===== src/rtl/clint_mtime_pkg.sv =====
// Shared constants, FSM state type and address-compare helper for the
// core-local mtime timer. The crossbar's clint branch decodes on CLINT_BASE.
package clint_mtime_pkg;

    localparam logic [31:0] CLINT_BASE   = 32'h0200_0000;
    localparam logic [31:0] MTIME_LO_OFF = 32'h0000_0000;
    localparam logic [31:0] MTIME_HI_OFF = 32'h0000_0004;

    localparam logic [1:0]  RESP_OKAY    = 2'b00;
    localparam logic [1:0]  RESP_SLVERR  = 2'b10;

    typedef enum logic {
        IDLE = 1'b0,
        RESP = 1'b1
    } state_e;

    // Word-granular address match: byte-lane bits [1:0] are ignored.
    function automatic logic word_match(input logic [31:0] addr, input logic [31:0] target);
        return (addr[31:2] == target[31:2]);
    endfunction

endpackage


===== src/rtl/clint_mtime_if.sv =====
// Read-only AXI4 channel subset (AR + R) between the crossbar clint branch
// (master) and the mtime timer (slave).
//   araddr/arvalid/arready : read address channel
//   rdata/rresp/rvalid/rready/rlast : read data channel, single beat
interface clint_mtime_if #(
    parameter int DATA_W = 32
);
    logic [31:0]       araddr;
    logic              arvalid;
    logic              arready;
    logic [DATA_W-1:0] rdata;
    logic [1:0]        rresp;
    logic              rvalid;
    logic              rready;
    logic              rlast;

    modport master (
        output araddr, arvalid, rready,
        input  arready, rdata, rresp, rvalid, rlast
    );

    modport slave (
        input  araddr, arvalid, rready,
        output arready, rdata, rresp, rvalid, rlast
    );
endinterface


===== src/rtl/clint_mtime_counter.sv =====
// Free-running 64-bit mtime counter behind a prescaler.
//   i_clock : core clock
//   i_reset : asynchronous active-low reset
//   mtime   : current counter value (register output)
// mtime advances once every PRESCALE core clocks and wraps silently.
module mtime_counter #(
    parameter int unsigned PRESCALE = 1
) (
    input  logic        i_clock,
    input  logic        i_reset,
    output logic [63:0] mtime
);

    localparam int unsigned      PW    = (PRESCALE > 1) ? $clog2(PRESCALE) : 1;
    localparam logic [PW-1:0]    PLAST = PW'(PRESCALE - 1);

    logic [PW-1:0] pcnt_d,  pcnt_q;
    logic [63:0]   mtime_d, mtime_q;

    // Next-state: prescaler wraps at PRESCALE-1 and carries into mtime.
    always_comb begin
        pcnt_d  = pcnt_q;
        mtime_d = mtime_q;
        if (pcnt_q == PLAST) begin
            pcnt_d  = {PW{1'b0}};
            mtime_d = mtime_q + 64'd1;
        end else begin
            pcnt_d  = pcnt_q + PW'(1);
        end
    end

    // Counter and prescaler registers.
    always_ff @(posedge i_clock or negedge i_reset) begin
        if (!i_reset) begin
            pcnt_q  <= {PW{1'b0}};
            mtime_q <= 64'd0;
        end else begin
            pcnt_q  <= pcnt_d;
            mtime_q <= mtime_d;
        end
    end

    assign mtime = mtime_q;

endmodule


===== src/rtl/clint_mtime.sv =====
// Core-local timer slave: free-running 64-bit mtime readable over AXI4 reads.
//   i_clock : core clock
//   i_reset : asynchronous active-low reset
//   bus     : AR/R read channels (slave side), single-beat responses
//   o_mtime : live counter value for a future interrupt comparator
// Reading the low word snapshots the high word into shadow_hi so that a
// lo-then-hi read pair yields one coherent 64-bit value.
module clint_mtime
    import clint_mtime_pkg::*;
#(
    parameter logic [31:0] BASE_ADDR = CLINT_BASE,
    parameter int unsigned PRESCALE  = 1,
    parameter int          DATA_W    = 32
) (
    input  logic          i_clock,
    input  logic          i_reset,
    clint_mtime_if.slave  bus,
    output logic [63:0]   o_mtime
);

    localparam logic [31:0] LO_ADDR = BASE_ADDR + MTIME_LO_OFF;
    localparam logic [31:0] HI_ADDR = BASE_ADDR + MTIME_HI_OFF;

    logic [63:0]       mtime_s;

    state_e            state_d,     state_q;
    logic              arready_d,   arready_q;
    logic              rvalid_d,    rvalid_q;
    logic              rlast_d,     rlast_q;
    logic [DATA_W-1:0] rdata_d,     rdata_q;
    logic [1:0]        rresp_d,     rresp_q;
    logic [31:0]       shadow_hi_d, shadow_hi_q;

    mtime_counter #(
        .PRESCALE (PRESCALE)
    ) u_cnt (
        .i_clock (i_clock),
        .i_reset (i_reset),
        .mtime   (mtime_s)
    );

    // FSM next-state, address decode and snapshot update. mtime_s is the
    // register value of the handshake cycle, i.e. the pre-increment value.
    always_comb begin
        state_d     = state_q;
        arready_d   = arready_q;
        rvalid_d    = rvalid_q;
        rlast_d     = rlast_q;
        rdata_d     = rdata_q;
        rresp_d     = rresp_q;
        shadow_hi_d = shadow_hi_q;
        case (state_q)
            IDLE: begin
                if (bus.arvalid) begin
                    state_d   = RESP;
                    arready_d = 1'b0;
                    rvalid_d  = 1'b1;
                    rlast_d   = 1'b1;
                    if (word_match(bus.araddr, LO_ADDR)) begin
                        rdata_d     = mtime_s[31:0];
                        rresp_d     = RESP_OKAY;
                        shadow_hi_d = mtime_s[63:32];
                    end else if (word_match(bus.araddr, HI_ADDR)) begin
                        rdata_d     = shadow_hi_q;
                        rresp_d     = RESP_OKAY;
                    end else begin
                        rdata_d     = {DATA_W{1'b0}};
                        rresp_d     = RESP_SLVERR;
                    end
                end else begin
                    arready_d = 1'b1;
                end
            end
            RESP: begin
                // Response held stable until the master accepts it.
                if (bus.rready) begin
                    state_d   = IDLE;
                    arready_d = 1'b1;
                    rvalid_d  = 1'b0;
                    rlast_d   = 1'b0;
                end else begin
                    arready_d = 1'b0;
                end
            end
            default: begin
                state_d   = IDLE;
                arready_d = 1'b1;
                rvalid_d  = 1'b0;
                rlast_d   = 1'b0;
            end
        endcase
    end

    // Bus-side registers; reset drops any pending response immediately.
    always_ff @(posedge i_clock or negedge i_reset) begin
        if (!i_reset) begin
            state_q     <= IDLE;
            arready_q   <= 1'b1;
            rvalid_q    <= 1'b0;
            rlast_q     <= 1'b0;
            rdata_q     <= {DATA_W{1'b0}};
            rresp_q     <= 2'b00;
            shadow_hi_q <= 32'd0;
        end else begin
            state_q     <= state_d;
            arready_q   <= arready_d;
            rvalid_q    <= rvalid_d;
            rlast_q     <= rlast_d;
            rdata_q     <= rdata_d;
            rresp_q     <= rresp_d;
            shadow_hi_q <= shadow_hi_d;
        end
    end

    assign bus.arready = arready_q;
    assign bus.rvalid  = rvalid_q;
    assign bus.rlast   = rlast_q;
    assign bus.rdata   = rdata_q;
    assign bus.rresp   = rresp_q;
    assign o_mtime     = mtime_s;

endmodule


===== src/flat_wrapper.sv =====
// flat-port wrapper written by rule: the top's interface ports become plain ports
module clint_mtime_flat import clint_mtime_pkg::*;
#(
    parameter logic [31:0] BASE_ADDR = CLINT_BASE,
    parameter int unsigned PRESCALE  = 1,
    parameter int          DATA_W    = 32
)
  (i_clock, i_reset, o_mtime, bus_araddr, bus_arvalid, bus_rready, bus_arready, bus_rdata, bus_rresp, bus_rvalid, bus_rlast);
  clint_mtime_if #(.DATA_W(DATA_W)) bus_i ();
  input  logic i_clock;
  input  logic i_reset;
  output logic [63:0] o_mtime;
  input wire logic [$bits(bus_i.araddr)-1:0] bus_araddr;
  input wire logic [$bits(bus_i.arvalid)-1:0] bus_arvalid;
  input wire logic [$bits(bus_i.rready)-1:0] bus_rready;
  output wire logic [$bits(bus_i.arready)-1:0] bus_arready;
  output wire logic [$bits(bus_i.rdata)-1:0] bus_rdata;
  output wire logic [$bits(bus_i.rresp)-1:0] bus_rresp;
  output wire logic [$bits(bus_i.rvalid)-1:0] bus_rvalid;
  output wire logic [$bits(bus_i.rlast)-1:0] bus_rlast;
  assign bus_i.araddr = bus_araddr;
  assign bus_i.arvalid = bus_arvalid;
  assign bus_i.rready = bus_rready;
  assign bus_arready = bus_i.arready;
  assign bus_rdata = bus_i.rdata;
  assign bus_rresp = bus_i.rresp;
  assign bus_rvalid = bus_i.rvalid;
  assign bus_rlast = bus_i.rlast;
  clint_mtime #(.BASE_ADDR(BASE_ADDR), .PRESCALE(PRESCALE), .DATA_W(DATA_W)) u_core (.i_clock(i_clock), .i_reset(i_reset), .bus(bus_i), .o_mtime(o_mtime));
endmodule

===== config.mk =====
export PLATFORM = sky130hd
export DESIGN_NAME = clint_mtime_flat
export DESIGN_NICKNAME = d
export VERILOG_FILES = /design/src/rtl/clint_mtime_pkg.sv /design/src/rtl/clint_mtime_if.sv /design/src/rtl/clint_mtime_counter.sv /design/src/rtl/clint_mtime.sv /design/src/flat_wrapper.sv
export SDC_FILE = /design/constraint.sdc
export NUM_CORES = 1
export LEC_CHECK = 0
export BUFFER_PORTS_ARGS = -buffer_cell sky130_fd_sc_hd__buf_4
export CAP_MARGIN = 5
export CORE_MARGIN = 1.5
export CORE_UTILIZATION = 48
export CTS_CLUSTER_DIAMETER = 40
export DETAILED_ROUTE_END_ITERATION = 10
export PLACE_DENSITY = 0.75
export SYNTH_ARGS = -nofsm -noshare
export SYNTH_HDL_FRONTEND = slang
export SYNTH_SLANG_ARGS = --single-unit
export TNS_END_PERCENT = 20

===== constraint.sdc =====
create_clock -name i_clock -period 1.9 [get_ports i_clock]
set_input_delay 0.19 -clock i_clock [delete_from_list [all_inputs] [get_ports i_clock]]
set_output_delay 0.19 -clock i_clock [all_outputs]
set_load 0.02 [all_outputs]

==> out/metrics.csv <==
metric,value,unit
startpoint types,flip-flop,
Max clock buf depth,2,
Pleak,4.34,nW
dpl ws,-222,ps
total global routing overflow,0,
Hold Fails Final Rpt,0,
CP Max Fanout,10,
Setup crit end kind,flip-flop,
CTS Buf Count,17,
count of cell types in the netlist,37,
max-slew violations,0,
HPWL Detailed,11000,um
post-synth top area share,0.566,
die height,113,um
Buf/Inv on CP,1,
non-filler instance count after layout,871,
Post-Syn Area,0.00580,mm^2
fillers,803,
Ant. Diodes,0,
GPL Wtd Cong,0.851,
worst-path cell chain,nand2_2 -> or4_4 -> or3_4 -> buf_12 -> nor3_4 -> xor2_1,
Final Util,0.726,
synthesis-to-layout area growth,45.4,%
Worst-Skew Late Latency,410,ps
Synth Net Count,537,
Top Ports,137,
total track usage,0.254,
CTS tree,built,
layout net count,752,
CP Data Required Time,2230,ps
relative slew slack,0.624,
RSZ-0062 raised after global routing,true,
Post-synth EDFFs,0,
# DRC,0,
cell accounting for the most synthesized area,dfrtp_1,
Final Worst Setup Slack,-84.3,ps
Final Skew,5.63,ps
Power Dens Cells,765,mW/mm^2
Starting Density,0.499,
initial drt markers,286,
cell family with most CP delay,simple AND/OR/NAND/NOR gates,
Peak supply drop,523,uV
actual slew at the worst max-slew pin,559,ps
vias in the first global route,4810,
Root Driver,clkbuf_16,
Synth area leaders,"dfrtp_1 57%, mux2_2 6.0%, mux2i_1 5.5%",
vias,4762,
failing checks,setup timing,
Horiz. Die Dim,113,um
drt first pass iters,4,
PortBufs,133,
dpl cells,833,
overall power,6.45,mW
biggest cell delay along the critical path,540,ps
Detail Route Antenna Nets,0,
clk sinks,132,
core area,0.0116,mm^2
ys flop type,dfrtp_1,
Yosys warnings,0,
Die Footprint,0.0127,mm^2
Tcrit/Tclk final,1.04,
clk slew on worst S/H paths,60,ps
routed wire length,15800,um
status,"complete, but fails checks",
Max Clk Rate,0.504,GHz
initial antenna violation count,0,
"Avg Cell Area, Syn",11.6,um^2
num rows,39,
asr flop ratio synth,1.00,
largest net degree at the start of global routing,45,
vias per cell,5.47,
Yosys reg bits,132,
crit path kind,reg2reg,
design area,0.00843,mm^2
drt wl/cell,18.2,um
Post-DP Area,0.00762,mm^2
CP arrival,2320,ps
sequential area share after synthesis,0.570,
slowest CP cell,or4_4,
type of the tightest min-delay check,in2reg,
fraction of layout cells with a size suffix above 1,0.464,
storage element area,0.00333,mm^2
multi-input combinational cell area,0.00257,mm^2
first-pass GRT wire length,24900,um
post-layout min period,1980,ps
endpoints failing setup,16,
max_cap viols,0,
cells after synthesis,500,
H-tree levels,4,
==> layout make-up <==
class	count	area share
repair buffers	216	0.201
multi-input cells	336	0.305
clock inverters	10	0.0151
inverters	12	0.00534
well taps	143	0.0212
flip-flops and latches	132	0.395
clock buffers	22	0.0574
==> worst reg2reg max path, stage by stage (launching register included) <==
cell     delay [ps]
dfrtp_2         400
nand2_2          70
or4_4           540
or3_4           400
buf_12          170
nor3_4          170
xor2_1          170
==> cells in the final DEF, fill, tap and decap left out, types with 5 or more instances in the layout <==
cell and count:
and4_1 5, and3_1 9, buf_4 208, o21ai_0 32, dfrtp_1 114, xor2_1 29
inv_1 11, nand4_1 19, clkbuf_16 17, nand2_1 54, nand3_1 16, nor4_2 6
xnor2_1 31, dfrtp_2 17, nor3_2 7, clkinv_2 6, nor4_1 6, nor4_4 7
mux2_2 31, nor2_1 16, buf_12 5, mux2i_1 32
==> metrics by stage <==
stage          setup TNS [ps]  hold slack (ps)
2_1_floorplan           -3680             -106
3_3_place_gp            -6530              195
3_5_place_dp            -7500              202
4_1_cts                  -707             71.1
5_1_grt                 -2440             87.7
6_report                 -600              102
==> final timing paths <==
kind                                                   from                                to  slack (ps)  cells after the start
max in group asynchronous                           i_reset   u_core.u_cnt.mtime[9]$_DFF_PN0_         960                      3
min reg2reg                u_core.bus.rdata[21]$_DFFE_PN0P_  u_core.bus.rdata[21]$_DFFE_PN0P_         480                      2
max reg2reg                 u_core.u_cnt.mtime[0]$_DFF_PN0_  u_core.u_cnt.mtime[53]$_DFF_PN0_         -80                      6
min                                             bus_arvalid          u_core.state_q$_DFF_PN0_         100                      3
max                         u_core.u_cnt.mtime[0]$_DFF_PN0_  u_core.u_cnt.mtime[53]$_DFF_PN0_         -80                      6
min in group asynchronous                           i_reset  u_core.bus.rdata[11]$_DFFE_PN0P_         290                      2
==> synthesized netlist by cell type, types with 2 or more instances <==
| cell type | n |
|---|---|
| clkbuf_1 | 13 |
| nor4_1 | 14 |
| nand3_1 | 17 |
| and2_1 | 3 |
| mux2i_1 | 32 |
| mux2_2 | 31 |
| nor2_1 | 19 |
| buf_4 | 2 |
| xor2_1 | 29 |
| xnor2_1 | 33 |
| or2_2 | 2 |
| nor4_2 | 4 |
| nand2_1 | 59 |
| buf_2 | 4 |
| dfrtp_1 | 131 |
| nor3_1 | 10 |
| o21ai_0 | 32 |
| or4_1 | 2 |
| and3_1 | 9 |
| inv_1 | 12 |
| nand4_1 | 19 |
| and4_1 | 7 |
| nor3_2 | 2 |
==> kinds of logic (layout without fill, tap and decap cells) <==
kind of cell    Yosys count  after routing  synth area share
mux                      64             64             0.117
buf+inv                  32            260            0.0242
fa+ha+maj                 1              1           0.00216
simple gates            173            173             0.161
compound gates           35             35            0.0309
flops                   132            132             0.570
other cells               1              1          0.000647
xor+xnor                 62             62            0.0937
==> power by group <==
group	switching (mW)	internal (mW)
registers	0.00748	2.83
logic	0.148	0.104
clock network	1.18	2.19
==> registers in the layout, indices dropped and copies added, names as in the netlist <==
register / flops
u_core.u_cnt.mtime: 64
u_core.bus.rdata: 32
u_core.shadow_hi_q: 32
u_core.bus.arready: 1
u_core.bus.rlast: 1
u_core.bus.rresp: 1
u_core.state_q: 1
==> routing by layer <==
layer  GRT usage  vias to the layer above  wire (um)
met5           0                        -          0
met4      0.0775                        0        250
met3      0.0525                       19        886
met2       0.417                      181       7890
met1       0.343                     2395       6800
li1            -                     2167          -
==> what timing repair did <==
item,4_1_cts,5_1_grt
setup buffers,0,4
pin swaps,5,10
endpoints found under the setup margin,22,72
resized for setup,7,22
hold endpoints to repair,36,0
hold buffers,2,0
gates cloned,0,0
(Power assumes the default switching activity.)
